`config.mk`:
```
export PLATFORM = sky130hd
export DESIGN_NAME = latch_bank_ctrl_flat
export DESIGN_NICKNAME = d
export VERILOG_FILES = /design/src/rtl/latch_bank_ctrl_pkg.sv /design/src/rtl/latch_bank_ctrl_if.sv /design/src/rtl/latch_bank_ctrl_rr_arbiter.sv /design/src/rtl/latch_bank_ctrl.sv /design/src/flat_wrapper.sv
export SDC_FILE = /design/constraint.sdc
export NUM_CORES = 1
export LEC_CHECK = 0
export CAP_MARGIN = 20
export CORE_MARGIN = 2
export CORE_UTILIZATION = 41
export CTS_CLUSTER_DIAMETER = 50
export DETAILED_ROUTE_END_ITERATION = 16
export PLACE_DENSITY = 0.83
export SLEW_MARGIN = 20
export SYNTH_ARGS = -nofsm -noshare
export SYNTH_HDL_FRONTEND = slang
export SYNTH_SLANG_ARGS = --single-unit
```
`constraint.sdc`:
```
create_clock -name clk -period 2.59 [get_ports clk]
set_clock_uncertainty 0.1 [all_clocks]
set_input_delay 0.518 -clock clk [delete_from_list [all_inputs] [get_ports clk]]
set_output_delay 0.518 -clock clk [all_outputs]
set_load 0.005 [all_outputs]
```
`src/rtl/latch_bank_ctrl_pkg.sv`:
```
// Shared definitions for the latch bank controller: FSM encoding and a width helper.
package latch_ctrl_pkg;

  localparam int STATE_W = 3;

  typedef enum logic [STATE_W-1:0] {
    ST_IDLE   = 3'd0,
    ST_CLEAR  = 3'd1,
    ST_SETUP  = 3'd2,
    ST_ENABLE = 3'd3,
    ST_HOLD   = 3'd4
  } state_t;

  // Never returns less than 1 so single-entry parameters still get a real vector.
  function automatic int clog2(input int value);
    int r;
    r = 0;
    while ((1 << r) < value) r++;
    return (r < 1) ? 1 : r;
  endfunction

endpackage

```
`src/rtl/latch_bank_ctrl_if.sv`:
```
// Requester-side bus and latch-bank drive signals of the latch bank controller.
interface latch_bank_ctrl_if
  import latch_ctrl_pkg::*;
#(
  parameter int NREQ  = 4,
  parameter int DEPTH = 8,
  parameter int WIDTH = 8
);

  localparam int AW = clog2(DEPTH);

  // Handshake: a requester raises req[i] with stable addr/wdata and holds it until
  // ack[i]; gnt[i] marks capture of addr/wdata, ack[i] marks completion of the write.
  logic [NREQ-1:0]       req;
  logic [NREQ*AW-1:0]    addr;
  logic [NREQ*WIDTH-1:0] wdata;
  logic                  clr;
  logic [NREQ-1:0]       gnt;
  logic [NREQ-1:0]       ack;
  logic                  err;
  logic                  busy;
  logic [DEPTH-1:0]      lat_en;
  logic [WIDTH-1:0]      lat_d;
  logic                  lat_rst;

  modport master (
    output req, addr, wdata, clr,
    input  gnt, ack, err, busy, lat_en, lat_d, lat_rst
  );

  modport slave (
    input  req, addr, wdata, clr,
    output gnt, ack, err, busy, lat_en, lat_d, lat_rst
  );

endinterface

```
`src/rtl/latch_bank_ctrl_rr_arbiter.sv`:
```
// Stateless round-robin picker: first set request at or after ptr, wrapping.
module rr_arbiter
  import latch_ctrl_pkg::*;
#(
  parameter int NREQ = 4
) (
  input  logic [NREQ-1:0]        req,
  input  logic [clog2(NREQ)-1:0] ptr,
  output logic [NREQ-1:0]        pick,
  output logic                   valid
);

  localparam int IW = clog2(NREQ);

  logic          found;
  logic [IW-1:0] idx;

  always_comb begin
    pick  = '0;
    found = 1'b0;
    idx   = '0;
    for (int i = 0; i < NREQ; i++) begin
      idx = IW'((int'(ptr) + i) % NREQ);
      if (!found && req[idx]) begin
        pick[idx] = 1'b1;
        found     = 1'b1;
      end
    end
  end

  assign valid = |req;

endmodule

```
`src/rtl/latch_bank_ctrl.sv`:
```
// Sequences arbitrated writes into a bank of level-sensitive latch words with
// setup/enable/hold framing of the one-hot enables and a bank-wide clear.
module latch_bank_ctrl
  import latch_ctrl_pkg::*;
#(
  parameter int NREQ      = 4,
  parameter int DEPTH     = 8,
  parameter int WIDTH     = 8,
  parameter int EN_CYCLES = 2
) (
  input  logic               clk,
  input  logic               rst,
  latch_bank_ctrl_if.slave   bus,
  output logic [STATE_W-1:0] dbg_state
);

  localparam int AW = clog2(DEPTH);
  localparam int IW = clog2(NREQ);
  localparam int CW = clog2(EN_CYCLES);

  state_t            state, state_n;
  logic [IW-1:0]     rr_ptr, rr_ptr_n;
  logic [IW-1:0]     winner, winner_n;
  logic [AW-1:0]     caddr, caddr_n;
  logic [CW-1:0]     en_cnt, en_cnt_n;
  logic              clr_pend, clr_pend_n;
  logic              boot;

  logic [NREQ-1:0]   gnt_q, gnt_n;
  logic [NREQ-1:0]   ack_q, ack_n;
  logic              err_q, err_n;
  logic              busy_q, busy_n;
  logic [DEPTH-1:0]  lat_en_q, lat_en_n;
  logic [WIDTH-1:0]  lat_d_q, lat_d_n;
  logic              lat_rst_q, lat_rst_n;

  logic [NREQ-1:0]   pick;
  logic              pick_valid;
  logic [IW-1:0]     pick_idx;
  logic [AW-1:0]     sel_addr;
  logic [WIDTH-1:0]  sel_data;
  logic [DEPTH-1:0]  addr_dec;
  logic              addr_bad;

  rr_arbiter #(.NREQ(NREQ)) u_arb (
    .req   (bus.req),
    .ptr   (rr_ptr),
    .pick  (pick),
    .valid (pick_valid)
  );

  always_comb begin
    pick_idx = '0;
    for (int i = 0; i < NREQ; i++) begin
      if (pick[i]) pick_idx = IW'(i);
    end
  end

  assign sel_addr = bus.addr[int'(pick_idx)*AW +: AW];
  assign sel_data = bus.wdata[int'(pick_idx)*WIDTH +: WIDTH];

  // Out-of-range addresses decode to no enable at all.
  always_comb begin
    addr_dec = '0;
    for (int i = 0; i < DEPTH; i++) begin
      addr_dec[i] = (caddr == AW'(i));
    end
  end

  assign addr_bad = (int'(caddr) >= DEPTH);

  always_comb begin
    state_n    = state;
    rr_ptr_n   = rr_ptr;
    winner_n   = winner;
    caddr_n    = caddr;
    en_cnt_n   = en_cnt;
    clr_pend_n = clr_pend;
    gnt_n      = '0;
    ack_n      = '0;
    err_n      = 1'b0;
    lat_en_n   = '0;
    lat_d_n    = lat_d_q;
    lat_rst_n  = 1'b0;

    case (state)
      ST_IDLE: begin
        if (boot) begin
          // First cycle out of reset keeps the bank cleared; no grant yet.
          lat_rst_n  = 1'b1;
          clr_pend_n = clr_pend | bus.clr;
        end else if (bus.clr || clr_pend) begin
          state_n   = ST_CLEAR;
          lat_rst_n = 1'b1;
        end else if (pick_valid) begin
          state_n  = ST_SETUP;
          gnt_n    = pick;
          winner_n = pick_idx;
          caddr_n  = sel_addr;
          lat_d_n  = sel_data;
        end
      end
      ST_CLEAR: begin
        state_n    = ST_IDLE;
        clr_pend_n = 1'b0;
      end
      ST_SETUP: begin
        state_n    = ST_ENABLE;
        lat_en_n   = addr_dec;
        en_cnt_n   = CW'(EN_CYCLES - 1);
        clr_pend_n = clr_pend | bus.clr;
      end
      ST_ENABLE: begin
        clr_pend_n = clr_pend | bus.clr;
        if (en_cnt == '0) begin
          state_n       = ST_HOLD;
          ack_n[winner] = 1'b1;
          err_n         = addr_bad;
        end else begin
          en_cnt_n = en_cnt - 1'b1;
          lat_en_n = lat_en_q;
        end
      end
      ST_HOLD: begin
        state_n    = ST_IDLE;
        rr_ptr_n   = (winner == IW'(NREQ - 1)) ? '0 : winner + 1'b1;
        clr_pend_n = clr_pend | bus.clr;
      end
      default: state_n = ST_IDLE;
    endcase

    busy_n = (state_n != ST_IDLE);
  end

  always_ff @(posedge clk) begin
    if (rst) begin
      state     <= ST_IDLE;
      rr_ptr    <= '0;
      winner    <= '0;
      caddr     <= '0;
      en_cnt    <= '0;
      clr_pend  <= 1'b0;
      boot      <= 1'b1;
      gnt_q     <= '0;
      ack_q     <= '0;
      err_q     <= 1'b0;
      busy_q    <= 1'b0;
      lat_en_q  <= '0;
      lat_d_q   <= '0;
      lat_rst_q <= 1'b1;
    end else begin
      state     <= state_n;
      rr_ptr    <= rr_ptr_n;
      winner    <= winner_n;
      caddr     <= caddr_n;
      en_cnt    <= en_cnt_n;
      clr_pend  <= clr_pend_n;
      boot      <= 1'b0;
      gnt_q     <= gnt_n;
      ack_q     <= ack_n;
      err_q     <= err_n;
      busy_q    <= busy_n;
      lat_en_q  <= lat_en_n;
      lat_d_q   <= lat_d_n;
      lat_rst_q <= lat_rst_n;
    end
  end

  assign bus.gnt     = gnt_q;
  assign bus.ack     = ack_q;
  assign bus.err     = err_q;
  assign bus.busy    = busy_q;
  assign bus.lat_en  = lat_en_q;
  assign bus.lat_d   = lat_d_q;
  assign bus.lat_rst = lat_rst_q;
  assign dbg_state   = state;

endmodule
```
`src/flat_wrapper.sv`:
```
// flat-port wrapper written by rule: the top's interface ports become plain ports
module latch_bank_ctrl_flat import latch_ctrl_pkg::*;
#(
  parameter int NREQ      = 4,
  parameter int DEPTH     = 8,
  parameter int WIDTH     = 8,
  parameter int EN_CYCLES = 2
)
  (clk, rst, dbg_state, bus_req, bus_addr, bus_wdata, bus_clr, bus_gnt, bus_ack, bus_err, bus_busy, bus_lat_en, bus_lat_d, bus_lat_rst);
  latch_bank_ctrl_if #(.NREQ(NREQ), .DEPTH(DEPTH), .WIDTH(WIDTH)) bus_i ();
  input  logic clk;
  input  logic rst;
  output logic [STATE_W-1:0] dbg_state;
  input wire logic [$bits(bus_i.req)-1:0] bus_req;
  input wire logic [$bits(bus_i.addr)-1:0] bus_addr;
  input wire logic [$bits(bus_i.wdata)-1:0] bus_wdata;
  input wire logic [$bits(bus_i.clr)-1:0] bus_clr;
  output wire logic [$bits(bus_i.gnt)-1:0] bus_gnt;
  output wire logic [$bits(bus_i.ack)-1:0] bus_ack;
  output wire logic [$bits(bus_i.err)-1:0] bus_err;
  output wire logic [$bits(bus_i.busy)-1:0] bus_busy;
  output wire logic [$bits(bus_i.lat_en)-1:0] bus_lat_en;
  output wire logic [$bits(bus_i.lat_d)-1:0] bus_lat_d;
  output wire logic [$bits(bus_i.lat_rst)-1:0] bus_lat_rst;
  assign bus_i.req = bus_req;
  assign bus_i.addr = bus_addr;
  assign bus_i.wdata = bus_wdata;
  assign bus_i.clr = bus_clr;
  assign bus_gnt = bus_i.gnt;
  assign bus_ack = bus_i.ack;
  assign bus_err = bus_i.err;
  assign bus_busy = bus_i.busy;
  assign bus_lat_en = bus_i.lat_en;
  assign bus_lat_d = bus_i.lat_d;
  assign bus_lat_rst = bus_i.lat_rst;
  latch_bank_ctrl #(.NREQ(NREQ), .DEPTH(DEPTH), .WIDTH(WIDTH), .EN_CYCLES(EN_CYCLES)) u_core (.clk(clk), .rst(rst), .bus(bus_i), .dbg_state(dbg_state));
endmodule
```
; ---- After elaboration in Yosys (flattened, before gate mapping)
; Cells that the tools add are included.
[word_totals]
register_bits = 39
latch_bits = 0
ram_bits = 0
rom_bits = 0
inputBits = 51
output_inout_bits = 30
elab_cells = 121
memories = 0
[classes]
addsub = 5
mul = 1
div_mod_pow = 0
magnitude_cmp = 10
n_eq_ne = 14
n_shift = 2
mux = 44
n_bitwise = 9
reduce_logical = 23
[op_table]
columns = op, n
row1 = $shiftx A12 B32 Y3, 1
row2 = $shiftx A32 B6 Y8, 1
row3 = $mux W1, 19
row4 = $mux W4, 4
row5 = $pmux W8 S2, 1
row6 = $eq A3 B3 Y1 const B, 5
row7 = $lt A2 B3 Y1 const B, 5
row8 = $eq A3 B2 Y1 const B, 4
row9 = $mux W3, 4
row10 = $or A4 B4 Y4, 3
row11 = $demux W1 S2, 5
row12 = $ge A2 B1 Y1 const B, 5
row13 = $pmux W3 S3, 1
row14 = $bmux W1 S2, 4
row15 = $logic_and A1 B1 Y1, 8
row16 = $mux W8, 1
row17 = $eq A3 B1 Y1 const B, 2
row18 = $logic_not A3 Y1, 2
row19 = $mux W2, 3
row20 = $reduce_bool A3 Y1, 2
row21 = $reduce_or A3 Y1, 2
row22 = $not A1 Y1, 5
row23 = $reduce_or A5 Y1, 1
row24 = $add A2 B1 Y2 const B, 2
row25 = 15 further kinds, 18

; ---- Longest topological paths before layout
[logic_depth]
word_depth = 17
depth_mapped = 9
ltp_nobuf = 8

; ---- Cells and area by module
; From an unflattened synthesis, not the netlist that was laid out.
[hier_totals]
hier_cells = 243
hier_area_um2 = 2203.4
[by_module_without_submodules]
columns = mod, n_inst, cells_each, area_each_um2, seq_area_each_um2
row1 = latch_bank_ctrl, 1, 206, 1858.0, 780.7
row2 = rr_arbiter, 1, 37, 345.3, 0.0

; ---- Worst setup path after synthesis
; Ideal clock, no wire load.
[synth_timing]
path_kind = flip-flop to flip-flop
from = register u_core.rr_ptr[0]
to = register u_core.lat_d_q[0] (netlist: u_core.bus.lat_d[0])
setup_time_ps = 122
t_arrival_ps = 2385
t_required_ps = 2368
setup_slack_ps = -17
stages_incl_launch_ff = 10
path_buffers = 1
synth_period_minus_slack_ps = 2607
cell_sequence = dfxtp_1 > inv_1 > ha_1 > mux4_2 > nor2b_4 > and3_4 > a311oi_4 > buf_8 > mux2i_1 > o21ai_1
[synth_between]
elab_chain_len = 16
word_cells_on_any_way = 51
classes_between = 3 x add/sub / 8 x order compare / 1 x shift / 26 x mux / 3 x bitwise / 10 x reduce/logical
[synth_rtl]
columns = item, line
row1 = from (decl), latch_bank_ctrl.sv:22  ; logic [IW-1:0] rr_ptr, rr_ptr_n;
row2 = from (signal assigned), latch_bank_ctrl.sv:153  ; rr_ptr <= rr_ptr_n;
row3 = "parallel branches: the longest is 11 deep, another holds $lt A2 B3 Y1", n/a
row4 = $mux W4 *, latch_bank_ctrl_rr_arbiter.sv:24  ; if (!found && req[idx]) begin
row5 = $mux W1, latch_bank_ctrl.sv:55  ; if (pick[i]) pick_idx = IW'(i);
row6 = $mux W2, latch_bank_ctrl.sv:55
row7 = $mux W2 *, latch_bank_ctrl.sv:55
row8 = $shiftx A32 B6 Y8 *, latch_bank_ctrl.sv:60  ; assign sel_data = bus.wdata[int'(pick_idx)*WIDTH +: WIDTH];
row9 = to (signal assigned), latch_bank_ctrl.sv:164  ; lat_d_q <= lat_d_n;
row10 = to (decl), latch_bank_ctrl.sv:34  ; logic [WIDTH-1:0] lat_d_q, lat_d_n;
; Every way passes the cells marked *. The select of a mux whose other input is x is not followed.
; A chain may end at the register's enable or synchronous reset.

; ---- Final worst setup path
[layout_timing]
from = register u_core.rr_ptr[0]
to = register u_core.caddr[1]
[layout_between]
elab_chain_len = 17
word_cells_on_any_way = 52
classes_between = 3 x add/sub / 1 x mul / 8 x order compare / 1 x shift / 26 x mux / 3 x bitwise / 10 x reduce/logical
[layout_rtl]
columns = item, line
row1 = "parallel branches: the longest is 11 deep, another holds $lt A2 B3 Y1", n/a
row2 = $mux W4 *, latch_bank_ctrl_rr_arbiter.sv:24
row3 = $mux W1, latch_bank_ctrl.sv:55
row4 = $mux W2, latch_bank_ctrl.sv:55
row5 = $mux W2 *, latch_bank_ctrl.sv:55
row6 = $mul A2 B2 Y4 *, latch_bank_ctrl.sv:59  ; assign sel_addr = bus.addr[int'(pick_idx)*AW +: AW];
row7 = $shiftx A12 B32 Y3 *, latch_bank_ctrl.sv:59
row8 = to (signal assigned), latch_bank_ctrl.sv:155  ; caddr <= caddr_n;
row9 = to (decl), latch_bank_ctrl.sv:24  ; logic [AW-1:0] caddr, caddr_n;
; Marked as above.

==> results.json <==
{
  "dp_hpwl_um": 4590,
  "cp-end-kind": "register",
  "cellPowerDensity_nw_per_um2": 504,
  "synthAdderAreaFrac_pct": 5.47,
  "grt_start_max_net_pins": 30,
  "ir_drop_uv": 352,
  "finalSetupViolCount": 0,
  "avgRoutedWirePerCell_um": 14.3,
  "yosys-top-cells-area": "dfxtp_1 34%, ha_1 5.5%, mux2i_1 5.3%",
  "internal-power_uw": 1330,
  "ctsHoldBuffers": 0,
  "hold_viol": 0,
  "synthMuxAreaShare_pct": 9.19,
  "clkTransAtPathRegs_ps": 70,
  "place_area_um2": 3380,
  "ys_warn_count": 0,
  "path_class": "register to register",
  "cp-start-kind": "register",
  "ys.flop_type": "dfxtp_1",
  "synth_simple_gate_area_share_pct": 21.7,
  "drv_cap": 0,
  "postRouteAntennaNets": 0,
  "path_max_fanout": 6,
  "clock_power_share_pct": 33.5,
  "postLayoutCellArea_um2": 3570,
  "avgSynthCellArea_um2": 8.60,
  "rows": 27,
  "area_delta_synth_final_pct": 56.0,
  "cts_buffers": 5,
  "dieArea_um2": 6190,
  "vias": 2372,
  "antenna_cells": 0,
  "p_switching_uw": 467,
  "initialDrtViolationCount": 135,
  "drt_wl_total_um": 6330,
  "fp.dieH_um": 78.7,
  "synth_top_area_cell": "dfxtp_1",
  "hold_ws_ps": 360,
  "seqPwrFrac_pct": 39.0,
  "synth_top_family_by_area": "compound AO/OA/AOI/OAI gates",
  "yosysMostFrequentCell": "dfxtp_1",
  "clk_path_buf_depth": 2,
  "period_needed_ps": 2490,
  "htreeDepth": 2,
  "synth_xor_area_share_pct": 0,
  "ioPinCount": 81,
  "die_w_um": 78.7,
  "finalNetCount": 430,
  "synth_top_cell_area_share_pct": 34.1,
  "initial_core_util_pct": 42.1,
  "utilization_pct": 65.6,
  "crit_required_ps": 2670,
  "hold_class": "register to register",
  "root_buffer": "clkbuf_8",
  "ys_seq_area_share_pct": 34.1,
  "firstDrtPassIters": 4,
  "ys_types": 46,
  "fmax_mhz": 402,
  "grt_usage_pct": 20.4,
  "period_share_pct": 96.0,
  "synth.net_count": 327,
  "arrival_ps": 2570,
  "coreArea_um2": 5440,
  "synth_compound_area_share_pct": 22.9,
  "async_flop_share_pct": 0,
  "synthesis.area_um2": 2290,
  "clock_sinks": 39,
  "drv_slew": 0,
  "synth_edf_count": 0,
  "combPwrFrac_pct": 27.5,
  "antenna_found_initial": 0,
  "grt_pass1_vias": 2319,
  "grt-ovfl-total": 0,
  "place_congestion": 0.843,
  "insertion_delay_ps": 300,
  "cts_tree": "done",
  "synth_seq_cells": 39,
  "netlist_instances": 266,
  "status": "finished clean",
  "synthTopCellsByCount": "39 x dfxtp_1, 23 x a21oi_1, 18 x nor2_1, 17 x inv_1, 16 x and2_1",
  "grt_pass1_wl_um": 10200,
  "total_leakage_power_uw": 0.00147,
  "swShare_pct": 26.0,
  "drive_above_1_share_pct": 14.9,
  "drcViolationCount": 0,
  "routed_via_density": 5.37,
  "port_buffers": 79
}
-- critical path, stage by stage, from the launching register on --
cell and delay (ps):
dfxtp_2 330, inv_1 80, ha_1 330, mux4_2 290
buf_4 150, nor2_4 40, buf_4 130, a311oi_4 390
clkbuf_16 230, mux2i_1 190, o21ai_0 100
-- cells in the final DEF (no fill, tap or decap), drive strengths merged, types with 3 or more instances in the layout --
cell,synthesis,layout
nor2,19,19
clkdlybuf4s50,0,75
o21ai,15,15
mux2i,12,12
a211oi,3,3
nand3,5,5
buf,5,34
nor3,8,8
mux4,4,4
ha,10,10
a21o,11,11
a32oi,13,13
dlymetal6s2s,0,4
dfxtp,39,39
and2,16,16
nand4,12,12
clkbuf,13,7
nor2b,6,6
nor4,4,4
a21oi,23,23
nand2,8,8
inv,17,17
-- power groups by stage --
stage | Combinational, µW | Sequential (µW) | Clock (µW)
5_1_grt | 542 | 707 | 640
4_1_cts | 483 | 700 | 610
6_report | 494 | 702 | 603
3_5_place_dp | 478 | 712 | 0
3_3_place_gp | 464 | 711 | 0
2_1_floorplan | 223 | 702 | 0
-- stage by stage --
stage,setup TNS (ps),power [µW],worst slack [ps],cells
after floorplan,0,925,107,266
after global placement,-2480,1170,-235,433
after detailed placement,-3550,1190,-291,433
after CTS,0,1790,25.8,441
after global routing,-4.47,1890,-4.47,442
final,0,1800,105,442
-- metal layers --
layer | GRT usage [%] | wire, µm
met4 | 9.47 | 150
met1 | 26.1 | 2810
met2 | 33.8 | 3010
met3 | 3.18 | 366
met5 | 0 | 0
-- cell type report --
class	instances	area, µm²
fill	429	1870
inverter	17	63.8
clock buffer	6	72.6
sequential	39	782
clock inverter	2	60.1
multi-input combinational	192	1380
tap	72	90.1
timing repair buffer	114	1120
-- sequential cells by signal, summed over array words and instances (netlist names), 2 cells and up --
| register | flops |
|---|---|
| u_core.bus.ack | 4 |
| u_core.bus.lat_en | 8 |
| u_core.dbg_state | 3 |
| u_core.caddr | 3 |
| u_core.bus.lat_d | 8 |
| u_core.bus.gnt | 4 |
| u_core.winner | 2 |
| u_core.rr_ptr | 2 |
-- path summary, 6_finish.rpt --
kind | startpoint | end | slack, ps | cells after the start
setup reg to reg | u_core.rr_ptr[0] | u_core.caddr[1] | 100 | 10
setup / recovery | u_core.rr_ptr[0] | u_core.caddr[1] | 100 | 10
hold reg to reg | u_core.bus.lat_en[7] | u_core.bus.lat_en[7] | 360 | 2
hold / removal | u_core.bus.lat_en[7] | u_core.bus.lat_en[7] | 360 | 2
-- kinds of logic (layout without fill, tap and decap cells) --
kind of cell	Yosys count	after routing
and+or+nand+nor	89	89
AOI/OAI and AO/OA	76	76
DFF	39	39
buffers and inverters	35	139
muxes	16	16
adders and majority gates	10	10
other	1	1
-- timing repair --
action	4_1_cts	5_1_grt
setup endpoints to repair	0	12
buffers inserted	0	0
endpoints found under the hold margin	0	0
gates resized for setup	0	9
Note: power is estimated with default switching activity, not from simulation.
